## config.mk

```make
export PLATFORM = sky130hd
export DESIGN_NAME = packet_send_module
export DESIGN_NICKNAME = d
export VERILOG_FILES = /design/src/rtl/packet_send_module.sv
export SDC_FILE = /design/constraint.sdc
export NUM_CORES = 1
export LEC_CHECK = 0
export ABC_AREA = 1
export CAP_MARGIN = 20
export CORE_ASPECT_RATIO = 0.9
export CORE_MARGIN = 10
export CORE_UTILIZATION = 40
export CTS_BUF_LIST = sky130_fd_sc_hd__clkbuf_16
export DETAILED_ROUTE_END_ITERATION = 8
export PLACE_DENSITY = 0.65
export SLEW_MARGIN = 20
export SYNTH_ARGS = -nofsm -noshare
export SYNTH_HDL_FRONTEND = slang
export SYNTH_SLANG_ARGS = --single-unit
```

## constraint.sdc

```tcl
create_clock -name clk_i -period 2.9 [get_ports clk_i]
set_input_delay 0.87 -clock clk_i [delete_from_list [all_inputs] [get_ports clk_i]]
set_output_delay 0.87 -clock clk_i [all_outputs]
set_load 0.005 [all_outputs]
```

## src/rtl/packet_send_module.sv

```systemverilog
// Per-port packet generator for one ingress port of the NxN shared-cache switch.
// A start pulse in idle latches destination, priority and length. The block then
// emits, in order:
//   - an SOP strobe,
//   - one header word,
//   - `length` payload words,
//   - an EOP strobe,
//   - a done pulse.
// All outputs are registered. Each output register is loaded from the next state,
// so every output is visible in the same cycle as the state it belongs to.
//
// Ports:
//   clk_i       system clock, rising edge
//   rst_ni      asynchronous active-low reset
//   start_i     request to send one packet (sampled only in idle)
//   dest_i      destination port number
//   priority_i  packet priority
//   length_i    payload word count (header excluded)
//   done_o      one-cycle pulse after the packet completes
//   wr_sop_o    start-of-packet strobe
//   wr_eop_o    end-of-packet strobe
//   wr_vld_o    wr_data_o valid
//   wr_data_o   header or payload word
module packet_send_module #(
  parameter int unsigned PortNubTotal  = 8,
  parameter int unsigned DataWidth     = 32,
  parameter int unsigned Priority      = 8,
  parameter int unsigned DataLengthMax = 1024,
  localparam int unsigned WidthSel      = $clog2(PortNubTotal),
  localparam int unsigned WidthPriority = $clog2(Priority),
  localparam int unsigned WidthLength   = $clog2(DataLengthMax)
) (
  input  logic                     clk_i,
  input  logic                     rst_ni,
  input  logic                     start_i,
  input  logic [WidthSel-1:0]      dest_i,
  input  logic [WidthPriority-1:0] priority_i,
  input  logic [WidthLength-1:0]   length_i,
  output logic                     done_o,
  output logic                     wr_sop_o,
  output logic                     wr_eop_o,
  output logic                     wr_vld_o,
  output logic [DataWidth-1:0]     wr_data_o
);

  typedef enum logic [2:0] {StIdle, StSop, StHead, StData, StEop, StDone} state_e;

  state_e                   state_q, state_d;
  logic [WidthSel-1:0]      dest_q, dest_d;
  logic [WidthPriority-1:0] prio_q, prio_d;
  logic [WidthLength-1:0]   len_q, len_d;
  logic [WidthLength-1:0]   cnt_q, cnt_d;

  logic                 done_d, sop_d, eop_d, vld_d;
  logic [DataWidth-1:0] data_d;

  // State, latched fields and registered outputs.
  always_ff @(posedge clk_i or negedge rst_ni) begin
    if (!rst_ni) begin
      state_q   <= StIdle;
      dest_q    <= '0;
      prio_q    <= '0;
      len_q     <= '0;
      cnt_q     <= '0;
      done_o    <= 1'b0;
      wr_sop_o  <= 1'b0;
      wr_eop_o  <= 1'b0;
      wr_vld_o  <= 1'b0;
      wr_data_o <= '0;
    end else begin
      state_q   <= state_d;
      dest_q    <= dest_d;
      prio_q    <= prio_d;
      len_q     <= len_d;
      cnt_q     <= cnt_d;
      done_o    <= done_d;
      wr_sop_o  <= sop_d;
      wr_eop_o  <= eop_d;
      wr_vld_o  <= vld_d;
      wr_data_o <= data_d;
    end
  end

  // Next-state logic.
  always_comb begin
    state_d = state_q;
    dest_d  = dest_q;
    prio_d  = prio_q;
    len_d   = len_q;
    cnt_d   = cnt_q;
    unique case (state_q)
      StIdle: begin
        if (start_i) begin
          dest_d  = dest_i;
          prio_d  = priority_i;
          len_d   = length_i;
          cnt_d   = '0;
          state_d = StSop;
        end
      end
      StSop:  state_d = StHead;
      StHead: state_d = (len_q == '0) ? StEop : StData;
      StData: begin
        // cnt_q is the payload index currently on the bus.
        if (cnt_q == len_q - WidthLength'(1)) begin
          state_d = StEop;
        end else begin
          cnt_d = cnt_q + WidthLength'(1);
        end
      end
      StEop:  state_d = StDone;
      StDone: state_d = StIdle;
      default: state_d = StIdle;
    endcase
  end

  // Output decode from the next state, so the output registers line up with state_q.
  always_comb begin
    done_d = 1'b0;
    sop_d  = 1'b0;
    eop_d  = 1'b0;
    vld_d  = 1'b0;
    data_d = '0;
    unique case (state_d)
      StSop: sop_d = 1'b1;
      StHead: begin
        vld_d  = 1'b1;
        data_d = DataWidth'({len_q, prio_q, dest_q});
      end
      StData: begin
        vld_d  = 1'b1;
        data_d = DataWidth'(cnt_d);
      end
      StEop:  eop_d  = 1'b1;
      StDone: done_d = 1'b1;
      default: ;
    endcase
  end

endmodule

```

# [Word level (Yosys, flattened, before mapping)]
# Cells that the tools add are included.
[totals] input_bits=19 output_inout_bits=36 register_bits=65 word_cells=38
[op_classes] muxes=12 n_reduce_logical=4 addsub=2 n_eq_ne=10
[ops] operator="$pmux W16 S2" count=1
[ops] operator="$mux W10" count=2
[ops] operator="$pmux W10 S2" count=1
[ops] operator="$pmux W3 S5" count=1
[ops] operator="$eq A3 B2 Y1 const B" count=4
[ops] operator="$add A10 B1 Y10 const B" count=1
[ops] operator="$eq A10 B10 Y1" count=1
[ops] operator="$logic_not A10 Y1" count=1
[ops] operator="$sub A10 B1 Y10 const B" count=1
[ops] operator="$eq A3 B3 Y1 const B" count=3
[ops] operator="$mux W3" count=3
[ops] operator="$eq A3 B1 Y1 const B" count=2
[ops] operator="$mux W1" count=4
[ops] operator="$logic_not A3 Y1" count=1
[ops] operator="$reduce_and A2 Y1" count=1
[ops] operator="$reduce_or A2 Y1" count=1

# [Depth between registers and ports, before layout]
[depth] word_depth=7 depth_mapped=14 mapped_depth_nobuf=14

# [Worst setup path before layout]
# Ideal clock, no wire load.
[synth_path] kind="flip-flop to flip-flop" start="register len_q[0]" end="register wr_data_o[5]" arrival_ns=1.737 n_path_buf=1 required_time_ns=2.782 path_stages_with_launch=14 period_less_slack_ns=1.856 slack_ns=1.044 setup_time_ns=0.118 path_cell_list="dfrtp_1 inv_1 ha_1 nand2_1 nand2_1 nor2_1 nand4_4 nor2_4 nand3_4 buf_6 nand3_1 o21ai_1 nand3_1 nand2_1"
[synth_between] elab_chain_len=6 elab_cells_between_ends=11 cone_classes="1 x add/sub; 3 x eq/ne; 6 x mux; 1 x reduce/logical"
[synth_lines] item="start: declaration" line_no="51" source="logic [WidthLength-1:0] len_q, len_d;"
[synth_lines] item="start signal: assignment" line_no="74" source="len_q <= len_d;"
[synth_lines] item="$sub A10 B1 Y10" line_no="105" source="if (cnt_q == len_q - WidthLength'(1)) begin"
[synth_lines] item="$eq A10 B10 Y1" line_no="105"
[synth_lines] item="$mux W3" line_no="105"
[synth_lines] item="$pmux W3 S5" line_no="91" source="unique case (state_q)"
[synth_lines] item="$eq A3 B2 Y1" line_no="124" source="unique case (state_d)"
[synth_lines] item="$pmux W16 S2 (*)" line_no="124"
[synth_lines] item="net data_d[5]" line_no="55" source="logic [DataWidth-1:0] data_d;"
[synth_lines] item="end signal: assignment" line_no="80" source="wr_data_o <= data_d;"
[synth_lines] item="end: declaration" line_no="43" source="output logic [DataWidth-1:0] wr_data_o"
# The timed path passes the listed nets; every way through them passes the cells marked *.
# A chain may end at the register's enable or synchronous reset.

# [Worst setup path after layout]
[layout_path] start="register len_q[0]" end="register wr_eop_o"
[layout_between] elab_chain_len=6 elab_cells_between_ends=8 cone_classes="1 x add/sub; 2 x eq/ne; 4 x mux; 1 x reduce/logical"
[layout_lines] item="$sub A10 B1 Y10" line_no="105"
[layout_lines] item="$eq A10 B10 Y1" line_no="105"
[layout_lines] item="$mux W3" line_no="105"
[layout_lines] item="$pmux W3 S5 (*)" line_no="91"
[layout_lines] item="net state_d[0]" line_no="48" source="state_e state_q, state_d;"
[layout_lines] item="$eq A3 B3 Y1 (*)" line_no="124"
[layout_lines] item="$mux W1 (*)" line_no="124"
[layout_lines] item="net eop_d" line_no="54" source="logic done_d, sop_d, eop_d, vld_d;"
[layout_lines] item="end signal: assignment" line_no="78" source="wr_eop_o <= eop_d;"
[layout_lines] item="end: declaration" line_no="41" source="output logic wr_eop_o,"
# Marked as above.

==> impl_metrics.xml <==
<?xml version="1.0" encoding="UTF-8"?>
<metrics>
  <group name="global_routing">
    <metric name="grt_usage" unit="">0.122</metric>
    <metric name="grt_max_degree" unit="">34</metric>
    <metric name="vias_in_the_first_global_route" unit="">2163</metric>
    <metric name="global_route.overflow_total" unit="">0</metric>
    <metric name="grt_first_pass_wirelength" unit="µm">10400</metric>
    <metric name="grt_antenna_before_repair" unit="">0</metric>
  </group>
  <group name="final_layout">
    <metric name="area_growth" unit="%">21.7</metric>
    <metric name="antennaDiodeCount" unit="">0</metric>
    <metric name="final_net_count" unit="">398</metric>
    <metric name="post_route_cells_drive_above_1_share" unit="">0.0904</metric>
  </group>
  <group name="critical_path">
    <metric name="critical_path.cell_chain" unit="">inv_1 &gt; ha_1 &gt; nand2_1 &gt; nor2_1 &gt; nand2_1 &gt; nand2_1 &gt; o21ai_1 &gt; nor2_2 &gt; nand3_4 &gt; nand2_4 &gt; o21ai_4 &gt; inv_6 &gt; nand2_4 &gt; a21oi_2</metric>
    <metric name="cp.arrival" unit="ns">2.53</metric>
    <metric name="critical_path_peak_fanout" unit="">16</metric>
    <metric name="setup.worst_path.start_class" unit="">flop</metric>
    <metric name="worstPathRequired" unit="ns">3.11</metric>
    <metric name="crit_path_max_incr_delay" unit="ns">0.40</metric>
    <metric name="end_kind" unit="">flop</metric>
    <metric name="timing.setup.critical_path_class" unit="">reg2reg</metric>
    <metric name="crit_path_frequent_cell" unit="">sky130_fd_sc_hd__nand2_1</metric>
    <metric name="slowest_stage_cell_cp" unit="">sky130_fd_sc_hd__dfrtp_1</metric>
  </group>
  <group name="cts">
    <metric name="cts_made_buffers" unit="">5</metric>
    <metric name="ctsResizeCount" unit="">0</metric>
    <metric name="tritoncts" unit="">done</metric>
    <metric name="cts_root_buf" unit="">sky130_fd_sc_hd__clkbuf_16</metric>
    <metric name="htreeDepth" unit="">2</metric>
    <metric name="hold_buffers" unit="">0</metric>
    <metric name="clock_sink_count" unit="">49</metric>
    <metric name="cts-root-to-sink-buffers" unit="">2</metric>
    <metric name="worst_setup_hold_path_clk_slew" unit="ns">0.06</metric>
    <metric name="postCtsSetupRepairBufs" unit="">0</metric>
    <metric name="worst_skew_pair.late_latency" unit="ns">0.28</metric>
  </group>
  <group name="sta">
    <metric name="fin_hold_ws" unit="ns">0.473</metric>
    <metric name="final.setup.worst_slack" unit="ns">0.580</metric>
    <metric name="fin_crit_sh" unit="">0.800</metric>
    <metric name="timing_hold_violations_final" unit="">0</metric>
    <metric name="timing_worst_slew_pin_value" unit="ns">0.752</metric>
    <metric name="timing.max_slew.rel_slack" unit="">0.494</metric>
    <metric name="maxClockFrequency" unit="MHz">431</metric>
    <metric name="slew_violations" unit="">0</metric>
    <metric name="rsz0062_at_grt" unit="">no</metric>
    <metric name="layout_min_cycle_time" unit="ns">2.32</metric>
    <metric name="report.final.setup_viol" unit="">0</metric>
    <metric name="timing.setup.tns" unit="ns">0</metric>
    <metric name="fin_worst_skew" unit="ns">0.00578</metric>
  </group>
  <group name="synthesis">
    <metric name="yosys_most_used_dff" unit="">sky130_fd_sc_hd__dfrtp_1</metric>
    <metric name="synth_common_cells" unit="">sky130_fd_sc_hd__nand2_1, sky130_fd_sc_hd__dfrtp_1, sky130_fd_sc_hd__inv_1</metric>
    <metric name="avgSynthCellArea" unit="µm²">7.91</metric>
    <metric name="syn-cell-area" unit="mm²">0.00264</metric>
    <metric name="post-synth-top-area-cell" unit="">sky130_fd_sc_hd__dfrtp_1</metric>
    <metric name="async_reset_ff_frac" unit="">1.00</metric>
    <metric name="ys_seq_elements" unit="">49</metric>
    <metric name="synth_seq_area_share" unit="">0.464</metric>
    <metric name="synth.top_cells.by_area" unit="">sky130_fd_sc_hd__dfrtp_1, sky130_fd_sc_hd__nand2_1, sky130_fd_sc_hd__inv_1</metric>
    <metric name="synth.distinct_cells" unit="">35</metric>
    <metric name="gate_count_after_technology_mapping" unit="">334</metric>
    <metric name="total_number_of_yosys_warnings" unit="">0</metric>
    <metric name="synth_top_area_share" unit="">0.464</metric>
    <metric name="synth_enable_flop_cells" unit="">0</metric>
    <metric name="synthMostInstantiatedCell" unit="">sky130_fd_sc_hd__nand2_1</metric>
  </group>
  <group name="die">
    <metric name="die_area" unit="mm²">0.0103</metric>
    <metric name="core_area" unit="mm²">0.00648</metric>
    <metric name="initial_core_util" unit="">0.408</metric>
    <metric name="die_height" unit="µm">97.1</metric>
    <metric name="placement_rows" unit="">28</metric>
    <metric name="boundary_pin_count" unit="">55</metric>
    <metric name="die_x" unit="µm">106</metric>
  </group>
  <group name="placement">
    <metric name="post-place-ws" unit="ns">0.589</metric>
    <metric name="buffer_ports.inserted" unit="">38</metric>
    <metric name="place_congestion" unit="">0.881</metric>
    <metric name="place_hpwl" unit="µm">4740</metric>
  </group>
  <group name="pwr">
    <metric name="worst_ir_drop_on_vdd" unit="mV">0.284</metric>
    <metric name="p_leak" unit="µW">0.00159</metric>
    <metric name="power_density" unit="mW/mm²">1020</metric>
  </group>
  <group name="min_path">
    <metric name="min_path_type" unit="">reg2reg</metric>
  </group>
  <group name="route">
    <metric name="vias_per_cell" unit="">4.57</metric>
    <metric name="drc" unit="">0</metric>
    <metric name="first_pass_iters" unit="">4</metric>
    <metric name="routedWlPerCell" unit="µm">13.1</metric>
    <metric name="routed_wl" unit="µm">6090</metric>
    <metric name="initialDrtViolationCount" unit="">78</metric>
    <metric name="num_vias" unit="">2131</metric>
    <metric name="postRouteAntennaNets" unit="">0</metric>
  </group>
  <group name="outcome">
    <metric name="run_status" unit="">finished clean</metric>
  </group>
  <group name="run">
    <metric name="cap_violations" unit="">0</metric>
  </group>
</metrics>
## flip-flops by register name, summed over array words and instances, names as in the netlist
signal and cells:
done_o 1, cnt_q 10, wr_vld_o 1, wr_eop_o 1
wr_sop_o 1, state_q 3, wr_data_o 16, prio_q 3
len_q 10, dest_q 3
## per-layer routing
layer,part of all wire,GRT usage
met1,0.46,0.157
met2,0.47,0.191
met3,0.060,0.0365
met4,0.0066,0.0375
met5,0,0
## worst max-delay path, delay by kind of cell (launching register included)
| kind | cells | cell delay (ns) |
|---|---|---|
| adder cells (fa/ha/maj) | 1 | 0.26 |
| AO/OA/AOI/OAI | 3 | 0.32 |
| AND/OR/NAND/NOR | 8 | 1.01 |
| flip-flops | 1 | 0.40 |
| buffers and inverters | 2 | 0.27 |
## logic make-up (layout without fill, tap and decap cells)
logic type / after synthesis / after routing / share of synthesized area
DFF: 49 / 49 / 0.464
adders and majority gates: 2 / 2 / 0.00947
other: 1 / 16 / 0.00142
xor gates and xnor gates: 7 / 7 / 0.0232
and+or+nand+nor: 185 / 185 / 0.327
buffers and inverters: 66 / 93 / 0.121
AOI/OAI and AO/OA: 24 / 24 / 0.0531
## cell usage in the layout, fill, tap and decap left out, types with 6 or more instances in the layout
cell,netlist,final
sky130_fd_sc_hd__clkdlybuf4s50_1,0,37
sky130_fd_sc_hd__conb_1,1,16
sky130_fd_sc_hd__dfrtp_1,49,49
sky130_fd_sc_hd__inv_1,37,37
sky130_fd_sc_hd__nand2_1,104,104
sky130_fd_sc_hd__nand3_1,27,27
sky130_fd_sc_hd__nand4_1,11,11
sky130_fd_sc_hd__nor2_1,21,20
sky130_fd_sc_hd__o21ai_0,13,13
sky130_fd_sc_hd__o21ai_1,6,6
## worst paths after layout
| kind | startpoint | endpoint | slack, ns | cells past startpoint |
|---|---|---|---|---|
| min in group asynchronous | rst_ni | wr_eop_o$_DFF_PN0_ | 0.59 | 1 |
| worst max-delay path | len_q[0]$_DFFE_PN0P_ | wr_eop_o$_DFF_PN0_ | 0.58 | 14 |
| worst min-delay path | prio_q[2]$_DFFE_PN0P_ | prio_q[2]$_DFFE_PN0P_ | 0.47 | 2 |
| max in group asynchronous | rst_ni | dest_q[2]$_DFFE_PN0P_ | 1.77 | 2 |
| worst max register to register | len_q[0]$_DFFE_PN0P_ | wr_eop_o$_DFF_PN0_ | 0.58 | 14 |
| worst min register to register | prio_q[2]$_DFFE_PN0P_ | prio_q[2]$_DFFE_PN0P_ | 0.47 | 2 |
## layout make-up
class                           count  area [µm²]
Fill cell                         648        3270
Sequential cell                    49        1230
Multi-Input combinational cell    234        1150
Timing Repair Buffer               42         418
Inverter                           45         174
Clock buffer                        5         125
Tap cell                           90         113
Clock inverter                      1        5.00
## through the flow
stage / cells / util / power [µW] / cell area [µm²]
after global placement: 460 / 0.476 / 2720 / 3080
after CTS: 466 / 0.496 / 3310 / 3210
after floorplan: 349 / - / 2220 / 2700
after global routing: 466 / 0.496 / 3570 / 3210
final: 466 / 0.496 / 3280 / 3210
after detailed placement: 460 / 0.476 / 2760 / 3080
## where the power goes
part / internal [µW] / switching (µW) / total [µW] / leakage [µW]
Combinational: 614 / 983 / 1600 / 0.000896
Sequential: 945 / 200 / 1150 / 0.000629
Clock: 308 / 225 / 533 / 0.0000655
(Power assumes the default switching activity.)
